## config.mk

```make
export PLATFORM = sky130hd
export DESIGN_NAME = hwpe_stream_copy_source
export DESIGN_NICKNAME = d
export VERILOG_FILES = /design/src/rtl/hwpe_stream_package.sv /design/src/rtl/hwpe_stream_stall_checker.sv /design/src/rtl/hwpe_stream_copy_source.sv
export SDC_FILE = /design/constraint.sdc
export NUM_CORES = 1
export LEC_CHECK = 0
export ABC_AREA = 1
export BUFFER_PORTS_ARGS = -buffer_cell sky130_fd_sc_hd__buf_2
export CORE_ASPECT_RATIO = 0.7
export CORE_MARGIN = 10
export CORE_UTILIZATION = 35
export DETAILED_ROUTE_END_ITERATION = 8
export GPL_ROUTABILITY_DRIVEN = 1
export MAX_ROUTING_LAYER = met4
export PLACE_DENSITY = 0.76
export SYNTH_ARGS = -nofsm -noshare
export SYNTH_HDL_FRONTEND = slang
export SYNTH_SLANG_ARGS = --single-unit
```

## constraint.sdc

```tcl
create_clock -name clk_i -period 1.84 [get_ports clk_i]
set_clock_uncertainty 0.15 [all_clocks]
set_input_delay 0.184 -clock clk_i [delete_from_list [all_inputs] [get_ports clk_i]]
set_output_delay 0.184 -clock clk_i [all_outputs]
set_load 0.05 [all_outputs]
```

## src/rtl/hwpe_stream_package.sv

```systemverilog
// -----------------------------------------------------------------------------
// hwpe_stream_package
// Shared types for the HWPE stream copy network.
//   copy_fault_t      : per-cycle fault cause, {protocol, ready_mismatch}
//   copy_src_state_e  : state of the producer-side stall checker
// -----------------------------------------------------------------------------
package hwpe_stream_package;

    typedef struct packed {
        logic protocol;
        logic ready_mismatch;
    } copy_fault_t;

    typedef enum logic [0:0] {
        CS_IDLE  = 1'b0,
        CS_STALL = 1'b1
    } copy_src_state_e;

endpackage

```

## src/rtl/hwpe_stream_stall_checker.sv

```systemverilog
// -----------------------------------------------------------------------------
// hwpe_stream_stall_checker
// Watches a stream producer and flags protocol violations while a beat is
// stalled (valid high, ready low): valid must stay high and data/strb must
// stay stable until the handshake completes.
//
// Ports
//   clk_i, rst_i       clock, synchronous active-high reset
//   valid_i, ready_i   observed handshake of the normal stream
//   data_i, strb_i     observed payload of the normal stream
//   protocol_fault_o   combinational raw fault for the current cycle
//   state_o            debug view of the FSM (1 = STALL)
// -----------------------------------------------------------------------------
module hwpe_stream_stall_checker
    import hwpe_stream_package::*;
#(
    parameter int DATA_WIDTH = 32
) (
    input  logic                    clk_i,
    input  logic                    rst_i,
    input  logic                    valid_i,
    input  logic                    ready_i,
    input  logic [DATA_WIDTH-1:0]   data_i,
    input  logic [DATA_WIDTH/8-1:0] strb_i,
    output logic                    protocol_fault_o,
    output logic                    state_o
);

    copy_src_state_e         state_q, state_d;
    logic [DATA_WIDTH-1:0]   data_q;
    logic [DATA_WIDTH/8-1:0] strb_q;
    logic                    capture_en;

    always_comb begin
        state_d          = state_q;
        capture_en       = 1'b0;
        protocol_fault_o = 1'b0;
        case (state_q)
            CS_IDLE: begin
                if (valid_i && !ready_i) begin
                    capture_en = 1'b1;
                    state_d    = CS_STALL;
                end
            end
            CS_STALL: begin
                if (!valid_i) begin
                    // valid withdrawn before the handshake
                    protocol_fault_o = 1'b1;
                    state_d          = CS_IDLE;
                end else begin
                    // Re-capture on corruption so a single change is
                    // reported once, not on every following cycle.
                    if ((data_i != data_q) || (strb_i != strb_q)) begin
                        protocol_fault_o = 1'b1;
                        capture_en       = 1'b1;
                    end
                    if (ready_i) begin
                        state_d = CS_IDLE;
                    end
                end
            end
            default: state_d = CS_IDLE;
        endcase
    end

    always_ff @(posedge clk_i) begin
        if (rst_i) begin
            state_q <= CS_IDLE;
            data_q  <= '0;
            strb_q  <= '0;
        end else begin
            state_q <= state_d;
            if (capture_en) begin
                data_q <= data_i;
                strb_q <= strb_i;
            end
        end
    end

    assign state_o = (state_q == CS_STALL);

endmodule

```

## src/rtl/hwpe_stream_copy_source.sv

```systemverilog
// -----------------------------------------------------------------------------
// hwpe_stream_copy_source
// Head end of the stream copy network. Mirrors the normal stream onto the
// copy stream with zero latency and checks the returning copy ready against
// the normal ready every cycle. Faults are registered (one cycle latency),
// sticky and counted with a saturating counter.
//
// Optional feature (macro HWPE_STREAM_COPY_SOURCE_PROTOCOL_CHECK_EN):
//   adds hwpe_stream_stall_checker, which enforces valid/data stability on
//   the normal producer during stalls; reported on fault_type_o[1].
//
// Ports
//   clk_i, rst_i                 clock, synchronous active-high reset
//   normal_valid_i/ready_i/data_i/strb_i  normal stream, observed only
//   copy_valid_o/data_o/strb_o   regenerated copy stream
//   copy_ready_i                 ready returning from the copy sink
//   clear_fault_i                clears sticky flag and counter
//   fault_detected_o             one-cycle pulse per faulty cycle
//   fault_sticky_o               set on any fault until clear/reset
//   fault_type_o                 cause of last fault {protocol, ready_mismatch}
//   fault_cnt_o                  saturating count of faulty cycles
//
// Handshake: a beat transfers in a cycle where valid and ready are both
// high; once valid is raised it stays high with stable data/strb until then.
// -----------------------------------------------------------------------------
module hwpe_stream_copy_source
    import hwpe_stream_package::*;
#(
    parameter int DATA_WIDTH = 32,
    parameter int CNT_WIDTH  = 8
) (
    input  logic                    clk_i,
    input  logic                    rst_i,
    input  logic                    normal_valid_i,
    input  logic                    normal_ready_i,
    input  logic [DATA_WIDTH-1:0]   normal_data_i,
    input  logic [DATA_WIDTH/8-1:0] normal_strb_i,
    output logic                    copy_valid_o,
    input  logic                    copy_ready_i,
    output logic [DATA_WIDTH-1:0]   copy_data_o,
    output logic [DATA_WIDTH/8-1:0] copy_strb_o,
    input  logic                    clear_fault_i,
    output logic                    fault_detected_o,
    output logic                    fault_sticky_o,
    output logic [1:0]              fault_type_o,
    output logic [CNT_WIDTH-1:0]    fault_cnt_o
);

    localparam logic [CNT_WIDTH-1:0] CNT_MAX = '1;

    copy_fault_t fault_raw;
    copy_fault_t fault_type_q;
    logic        fault_any;
    logic        fault_detected_q;
    logic        fault_sticky_q;
    logic [CNT_WIDTH-1:0] fault_cnt_q;

    assign copy_valid_o = normal_valid_i;
    assign copy_data_o  = normal_data_i;
    assign copy_strb_o  = normal_strb_i;

    // Ready comparison is independent of valid.
    assign fault_raw.ready_mismatch = (copy_ready_i != normal_ready_i);

`ifdef HWPE_STREAM_COPY_SOURCE_PROTOCOL_CHECK_EN
    logic stall_state;

    hwpe_stream_stall_checker #(
        .DATA_WIDTH (DATA_WIDTH)
    ) u_stall_checker (
        .clk_i            (clk_i),
        .rst_i            (rst_i),
        .valid_i          (normal_valid_i),
        .ready_i          (normal_ready_i),
        .data_i           (normal_data_i),
        .strb_i           (normal_strb_i),
        .protocol_fault_o (fault_raw.protocol),
        .state_o          (stall_state)
    );
`else
    assign fault_raw.protocol = 1'b0;
`endif

    assign fault_any = fault_raw.protocol | fault_raw.ready_mismatch;

    always_ff @(posedge clk_i) begin
        if (rst_i) begin
            fault_detected_q <= 1'b0;
            fault_type_q     <= '0;
            fault_sticky_q   <= 1'b0;
            fault_cnt_q      <= '0;
        end else begin
            fault_detected_q <= fault_any;
            if (fault_any) begin
                fault_type_q   <= fault_raw;
                fault_sticky_q <= 1'b1;
                // A fresh fault beats a simultaneous clear.
                if (clear_fault_i) begin
                    fault_cnt_q <= {{(CNT_WIDTH-1){1'b0}}, 1'b1};
                end else if (fault_cnt_q != CNT_MAX) begin
                    fault_cnt_q <= fault_cnt_q + 1'b1;
                end
            end else if (clear_fault_i) begin
                fault_sticky_q <= 1'b0;
                fault_cnt_q    <= '0;
            end
        end
    end

    assign fault_detected_o = fault_detected_q;
    assign fault_sticky_o   = fault_sticky_q;
    assign fault_type_o     = fault_type_q;
    assign fault_cnt_o      = fault_cnt_q;

endmodule

```

==> run metrics <==
final worst path period share roughly 80%; io pins 91; count leader, synth buf_4; port buffer count 15; first-pass GRT wire length 2.877 mm; Worst Path Arrival ~1500 ps; chip height 62.36 um; DR iter-0 viols 39; final setup margin approximately 320 ps; status finished clean; cells after synthesis approximately 130; H-tree levels 1; synth-to-layout area growth -13.95%; final hold violation count 0; Avg Inst Size Synth approximately 6.7 sq um; vias in the first global route about 660; synth warn 0; fin util 31.40%; Hold-fix buffers, CTS 0; Mapped Area around 900 sq um; Detailed Place HPWL around 1.3 mm; top_reg_cell synth dfxtp_1; biggest area consumer among synthesized cells buf_4; syn nets between 150 and 200; antenna violations before repair 0; pre-CTS setup slack between 300 and 400 ps; sequential power share a little over two fifths; Yosys reg bits 11; register area about 220 sq um; Core ar. between 2000 and 2500 sq um; ranking of synthesized cells by area buf_4 (32%), dfxtp_1 (25%), nand2_1 (10%), nand3_1 (6.1%), inv_1 (5.9%); CP endpoint kind register; crit path buf inv count 0; Final TNS setup 0 ps; Post-synth EDFFs 0; Max Fanout on Critical Path 7; maximum vdd drop approximately 0.50 mV; # resized after CTS 0; Multi-input gate area roughly 330 sq um; Rows 15; Synth top area share between 30% and 40%; switching pwr between 0.15 and 0.2 mW; Via density about 4.6; Residual DRC 0; switching part of the total between 20% and 30%; DR vias ~680; Critical Path Start Type register; wire per inst approximately 11 um; root cell of the clock tree clkbuf_8; Overflow after GRT 0; Clk pin slew, worst setup/hold paths roughly 60 ps; # nets final between 150 and 200; min cycle time layout 1515 ps; synth cell count leaders buf_4 (38), nand2_1 (24), inv_1 (14); CP most frequent cell nand2_2; final RePlAce weighted congestion 0.8788; CTS tree yes; Leakage around 0.35 nW; Die W a little over 80 um; pin count of the biggest net entering global routing 10; drt first pass iters 4; clk sink count 11; later-pin clock latency in the skew report between 200 and 250 ps; antenna-violating nets left 0; asr flop ratio synth 0%; CTS Buffer Depth 2; worst path cell trace ha_1 -> nand2_2 -> nor2_4 -> nand3_2 -> nand2_4 -> nand2_2 -> nand2_1 -> a21oi_1; final count of pins violating max slew 0; Clock power frac between 40% and 50%; Cell Int Power about 0.42 mW; Data required, critical path around 1800 ps; Peak Freq around 660 MHz; Final Setup Violations 0; Hold Path Class in -> reg; RSZ-0062 raised after global routing false; Initial Utilization between 30% and 40%; total track usage just over 7%; Netlist cell types 18; Slowest-stage cell, CP dfxtp_1; fraction of layout cells with a size suffix above 1 a little under a quarter; WS Path Type reg -> reg; Largest delay share family, worst path simple AND/OR/NAND/NOR gates; die area between 5000 and 6000 sq um; Num CTS Buffers 3; final wirelength between 1.5 and 2 mm; total power density per cell area 757.4 nW/um^2; Comb power frac between 10% and 20%; sequential area share after synthesis ~25%; # Max-Cap Violations 0; Antenna diodes 0; Post-CTS Setup Bufs 0; Layout fillers ~270; Worst path max stage delay about 390 ps
worst register-to-register path, cell delays in order (launching register included):
cell     delay [ps]
dfxtp_1         390
ha_1            230
nand2_2          90
nor2_4          120
nand3_2          90
nand2_4         100
nand2_2         100
nand2_1          80
a21oi_1          50
kinds of logic (layout without fill, tap and decap cells):
family / after synthesis / after routing / share of synthesized area [%]
adder cells (fa/ha/maj): 1 / 1 / 1.394
buffers and inverters: 55 / 35 / 38.91
AO/OA/AOI/OAI: 12 / 12 / 7.531
AND/OR/NAND/NOR: 53 / 53 / 27.20
other: 1 / 1 / 0.4180
flip-flops: 11 / 11 / 24.55
power groups by stage:
stage                     Combinational, mW  Sequential [mW]  Clock, mW
final                                0.0844            0.250      0.250
after global routing                 0.0927            0.251      0.275
after CTS                            0.0848            0.250      0.263
after detailed placement             0.0846            0.255          0
after global placement               0.0845            0.254          0
after floorplan                       0.257            0.280          0
final timing paths:
path	start	endpoint	slack (ps)	depth (start not counted)
worst max-delay path	fault_cnt_o[0]	fault_cnt_o[0]	320	8
worst min-delay path	rst_i	fault_cnt_o[0]	50	2
worst max register to register	fault_cnt_o[0]	fault_cnt_o[0]	320	8
worst min register to register	fault_sticky_o	fault_sticky_o	310	2
metal layers:
| layer | vias to the layer above | track usage [%] | share of wire, % |
|---|---|---|---|
| met5 | - | - | 0 |
| met4 | 0 | 2.851 | 1.1 |
| met3 | 4 | 4.741 | 9.4 |
| met2 | 34 | 9.623 | 41 |
| met1 | 305 | 8.062 | 48 |
| li1 | 332 | - | - |
area by class of cell:
class                      instances  area share [%]
clock buffer                       3           5.348
clock inverter                     1          0.6483
inverter                          16           7.780
multi-input combinational         67           42.46
sequential                        11           28.53
tap                               34           5.511
timing repair buffer              15           9.724
per-stage QoR:
step	cells	cell area, sq um	total power [mW]	hold slack (ps)
detailed placement	143	725.7	0.3396	218.3
CTS	147	772.0	0.5976	42.59
floorplan	133	897.1	0.5373	210.4
global route	147	772.0	0.6187	61.25
finish	147	772.0	0.5847	49.33
global placement	143	725.7	0.3390	218.3
flip-flops by register name, summed over array words and instances, names as in the netlist:
| signal | count |
|---|---|
| fault_cnt_o | 8 |
| fault_detected_o | 1 |
| fault_sticky_o | 1 |
| fault_type_o | 1 |
layout by cell type, fill, tap and decap left out, types with 2 or more instances in the layout:
master    netlist  layout
nand2_1        24      24
buf_2           0      15
inv_1          14      14
nor2_1         11      11
nand3_1        11      11
dfxtp_1        11      11
a21oi_1         8       8
nand2_2         3       3
o21bai_1        3       3
clkbuf_8        0       3
inv_2           2       2
No activity file was read; power rests on OpenSTA's default activity.
